`config.mk`:
```
export PLATFORM = sky130hd
export DESIGN_NAME = nandn_pipe
export DESIGN_NICKNAME = d
export VERILOG_FILES = /design/src/rtl/nandn_pipe.sv
export SDC_FILE = /design/constraint.sdc
export NUM_CORES = 1
export LEC_CHECK = 0
export CAP_MARGIN = 20
export CORE_ASPECT_RATIO = 1.1
export CORE_MARGIN = 5
export CORE_UTILIZATION = 42
export CTS_CLUSTER_DIAMETER = 60
export DETAILED_ROUTE_END_ITERATION = 8
export PLACE_DENSITY = 0.87
export SETUP_SLACK_MARGIN = 0.3
export SLEW_MARGIN = 10
export SYNTH_ARGS = -nofsm -noshare
export SYNTH_HDL_FRONTEND = slang
export SYNTH_SLANG_ARGS = --single-unit
```
`constraint.sdc`:
```
create_clock -name ck -period 1.45 [get_ports ck]
set_input_delay 0.29 -clock ck [delete_from_list [all_inputs] [get_ports ck]]
set_output_delay 0.29 -clock ck [all_outputs]
set_load 0.02 [all_outputs]
```
`src/rtl/nandn_pipe.sv`:
```
// nandn_pipe: pipelined N_IN-operand bitwise NAND built as a registered GROUP-ary AND tree with valid/ready flow.
// Define NANDN_PARITY_EN to add output nq_par (= ^nq), registered together with nq.
module nandn_pipe #(
    parameter int WIDTH = 8,
    parameter int N_IN  = 4,
    parameter int GROUP = 2
) (
    input  logic                  ck,
    input  logic                  nrst,
    input  logic [N_IN*WIDTH-1:0] i,
    input  logic                  i_valid,
    output logic                  i_ready,
    output logic [WIDTH-1:0]      nq,
    output logic                  nq_valid,
    input  logic                  nq_ready
`ifdef NANDN_PARITY_EN
    ,
    output logic                  nq_par
`endif
);

    function automatic int calc_levels(input int n, input int g);
        int lv;
        int cap;
        lv  = 1;
        cap = g;
        for (int k = 0; k < 64; k++) begin
            if (cap < n) begin
                cap = cap * g;
                lv  = lv + 1;
            end
        end
        return lv;
    endfunction

    // Entries held by level j: ceil(n / g^(j+1)), computed as repeated ceiling division.
    function automatic int calc_count(input int n, input int g, input int j);
        int c;
        c = n;
        for (int k = 0; k < 64; k++) begin
            if (k <= j) c = (c + g - 1) / g;
        end
        return c;
    endfunction

    localparam int L = calc_levels(N_IN, GROUP);

    generate
        if (N_IN < 1 || N_IN > 64 || GROUP < 2 || GROUP > 8 || WIDTH < 1) begin : g_param_check
            $error("nandn_pipe: WIDTH, N_IN or GROUP out of range");
        end
    endgenerate

    logic [L-1:0] w_v;
    logic [L-1:0] w_adv;

    // A stage advances when it is empty or anything downstream of it can move.
    always_comb begin : p_adv
        logic acc;
        w_adv = '0;
        acc   = nq_ready;
        for (int j = L - 1; j >= 0; j--) begin
            acc      = acc | ~w_v[j];
            w_adv[j] = acc;
        end
    end

    assign i_ready = nrst & w_adv[0];

    genvar gi, gk, gm;
    generate
        for (gi = 0; gi < L; gi++) begin : g_lvl
            localparam int IN_CNT  = (gi == 0) ? N_IN : calc_count(N_IN, GROUP, gi - 1);
            localparam int OUT_CNT = calc_count(N_IN, GROUP, gi);
            localparam bit LAST    = (gi == L - 1);

            logic [IN_CNT*WIDTH-1:0]  w_src;
            logic                     w_src_v;
            logic [OUT_CNT*WIDTH-1:0] w_and;
            logic [OUT_CNT*WIDTH-1:0] r_dat;
            logic                     r_v;

            if (gi == 0) begin : g_src
                assign w_src   = i;
                assign w_src_v = i_valid;
            end else begin : g_src
                assign w_src   = g_lvl[gi-1].r_dat;
                assign w_src_v = g_lvl[gi-1].r_v;
            end

            for (gk = 0; gk < OUT_CNT; gk++) begin : g_grp
                logic [WIDTH-1:0] w_term [GROUP];
                logic [WIDTH-1:0] w_grp;

                // Members past the end of the previous level are padded with all-ones.
                for (gm = 0; gm < GROUP; gm++) begin : g_mem
                    if (gk * GROUP + gm < IN_CNT) begin : g_real
                        assign w_term[gm] = w_src[(gk*GROUP+gm)*WIDTH +: WIDTH];
                    end else begin : g_pad
                        assign w_term[gm] = '1;
                    end
                end

                always_comb begin
                    w_grp = '1;
                    for (int m = 0; m < GROUP; m++) begin
                        w_grp = w_grp & w_term[m];
                    end
                end

                assign w_and[gk*WIDTH +: WIDTH] = w_grp;
            end

            always_ff @(posedge ck or negedge nrst) begin
                if (!nrst) begin
                    r_v   <= 1'b0;
                    r_dat <= '0;
                end else if (w_adv[gi]) begin
                    r_v   <= w_src_v;
                    r_dat <= LAST ? ~w_and : w_and;
                end
            end

            assign w_v[gi] = r_v;
        end
    endgenerate

    assign nq       = g_lvl[L-1].r_dat;
    assign nq_valid = g_lvl[L-1].r_v;

`ifdef NANDN_PARITY_EN
    logic w_par_next;
    logic r_par;

    assign w_par_next = ^(~g_lvl[L-1].w_and);

    always_ff @(posedge ck or negedge nrst) begin
        if (!nrst) begin
            r_par <= 1'b0;
        end else if (w_adv[L-1]) begin
            r_par <= w_par_next;
        end
    end

    assign nq_par = r_par;
`endif

endmodule

```
==> results.md <==
* Outcome: finished, final reports clean
* Routability congestion estimate from global placement at 0.7059
* Lkg Pwr at 0.8606 nW
* Mapped cell area at 1127 um^2
* Combinational group share of total power at 0.235
* Max-cap violations at 0
* Die ar. at 3821 um^2
* P&R area growth vs syn at 59.49%
* Period utilisation layout at 0.9529
* Final std cells w/o fill at 191
* Crit-path slowest cell: dfrtp_1
* Syn nets at 135
* Levels on crit path at 3
* CTS Hold Buffers Added at 0
* Setup Skew at 0.005936 ns
* N_diodes at 0
* Worst-skew pair later-pin latency at 0.32 ns
* Avg WL per Cell at 15.47 um
* Reg2Reg Depth at 5
* Crit-path cells: nand3b_4, and2_4, buf_6
* Drt drc at 0
* Avg Cell Area, Syn at 11.39 um^2
* CP endpoint kind: primary output
* Final setup fails at 0
* Critical Path AT at 1.09 ns
* Unique masters post-synth at 12
* Sw frac at 0.2518
* Cell chosen for the clock root: clkbuf_4
* CTS tree: done
* Core Region at 2544 um^2
* Final ANT Viol Nets at 0
* First-pass GRT wire length at 4.133 mm
* Initial Util at 0.4432
* Design Area, Final at 1798 um^2
* CTS clk-pin slew, worst paths at 0.14 ns
* Synth Instances at 99
* Max Clk Rate at 723.8 MHz
* CP Launch Type: register
* Final Max Slew Viols at 0
* Vias in the first global route at 1018
* Internal power at 1.158 mW
* Port Buffers at 45
* Clock Power Share at 0.236
* Share of cells above drive strength 1 at 0.2125
* CP peak stage delay at 0.44 ns
* Power Total at 1.548 mW
* Overall routed net length at 2.955 mm
* GRT Total Usage at 0.1434
* Buf/Inv on CP at 1
* DRT Pass-1 Iters at 4
* I/O pin count at 46
* Final #Nets at 197
* Tmin final at 1.382 ns
* GR Overflow Total at 0
* Power per cell area at 861.0 nW/um^2
* Delay-heaviest family, CP: flip-flops
* Sequential-to-total area share from yosys stat at 0.5771
* Post-placement cell count at 178
* H-tree levels at 1
* Via count at 920
* Final setup margin at 0.06834 ns
* CTS Buffer Depth at 2
* Total net switching power at 0.3898 mW
* Endpoints failing hold at 0
* Layout filler cell count at 182
* Unrepaired setup endpoints after global routing: true
* Worst EP required at 1.16 ns
* Synthesized flop and latch total at 26
* Post-DP HPWL at 2.011 mm
* Ys Warns at 0
* Die W at 59.40 um
* Commonest non-fill, non-tap cells in the layout: clkdlybuf4s50_1 (34), dfrtp_1 (25), inv_1 (16), nand2_1 (16), mux2i_1 (15)
* Via density at 4.817
* Rows at 19
* Crit-path max FO at 2
* Reg power frac at 0.529
* Largest net degree at the start of global routing at 27
* Peak VDD IR at 0.5856 mV
* Setup TNS at 0 ns
* Tightest Hold Check Type: in -> async
* Cell Area, Placed at 1632 um^2
* WS Path Type: reg -> out
* Total CTS buffers at 3
* Slew of the pin with the lowest slew margin at 0.3264 ns
* Clk sink count at 26
* Antenna violations before repair at 0
* Dpl ws at -0.5081 ns
* Max-slew headroom at 0.7824
* Commonest non-fill, non-tap cell in the layout: clkdlybuf4s50_1
* Die height at 64.34 um
* Iter 0 DRT Violations at 8
==> flip-flops by register name, summed over array words and instances (netlist names) <==
register and count:
nq 8, g_lvl.r_dat 16, nq_valid 1, g_lvl.r_v 1
==> routing by layer <==
layer  wire length [um]  GRT usage
met1               1046     0.1432
met2               1652     0.2609
met3                201    0.04628
met4                 56    0.06516
met5                  0          0
==> Yosys cell counts, drive strengths merged <==
library cell,count,area share
buf,3,0.033
clkbuf,1,0.0033
inv,16,0.053
a31oi,8,0.044
nand3b,1,0.018
nand2,16,0.053
and2,1,0.0056
nand2b,3,0.017
dfrtp,26,0.58
mux2i,16,0.14
nor3b,8,0.053
==> final timing paths <==
path	to	start	slack [ns]
worst min register to register	nq[2]	g_lvl[0].r_dat[10]	0.46
min in group ck	nq[2]	g_lvl[0].r_dat[10]	0.46
worst max-delay path	i_ready	g_lvl[0].r_v	0.07
worst max register to register	g_lvl[0].r_dat[13]	g_lvl[0].r_v	0.20
worst min-delay path	g_lvl[0].r_v	nrst	0.38
max in group asynchronous	nq_valid	nrst	0.80
==> worst reg2reg max path, cell delays in order (launching register included) <==
cell and delay, ns:
dfrtp_1 0.44, nand3b_4 0.09, buf_4 0.11, buf_6 0.12, clkbuf_16 0.16, mux2i_1 0.25
==> stage by stage <==
step,hold slack (ns),util
CTS,0.3961,0.6734
floorplan,-0.005591,-
detailed placement,0.4457,0.6414
finish,0.3830,0.7068
global route,0.3897,0.7068
global placement,0.4412,0.6414
==> area by class of cell <==
class                   instances  area, um^2  area share
well taps                      31       38.79     0.02157
flip-flops and latches         26       651.9      0.3626
multi-input cells              53       381.6      0.2122
clock buffers                   4       36.28     0.02018
inverters                      16       60.06     0.03340
repair buffers                 61       629.4      0.3500
==> cell families (layout without fill, tap and decap cells) <==
logic type	Yosys count	count (layout)	share of synthesized area
DFF	26	26	0.5771
and+or+nand+nor	29	29	0.1465
AOI/OAI and AO/OA	8	8	0.04440
buffers and inverters	20	81	0.08989
muxes	16	16	0.1421
==> power groups by stage <==
stage               sequential (mW)  clock [mW]  combinational [mW]
finish                        0.819       0.365               0.365
floorplan                     0.842           0               0.120
detailed placement            0.830           0               0.310
CTS                           0.817       0.373               0.327
global route                  0.826       0.411               0.390
global placement              0.824           0               0.300
==> what timing repair did <==
action	in CTS	in global routing
pin swaps	0	0
cloned	0	2
resized for setup	62	3
buffers inserted	4	3
setup endpoints to repair	29	18
(Power assumes the default switching activity.)
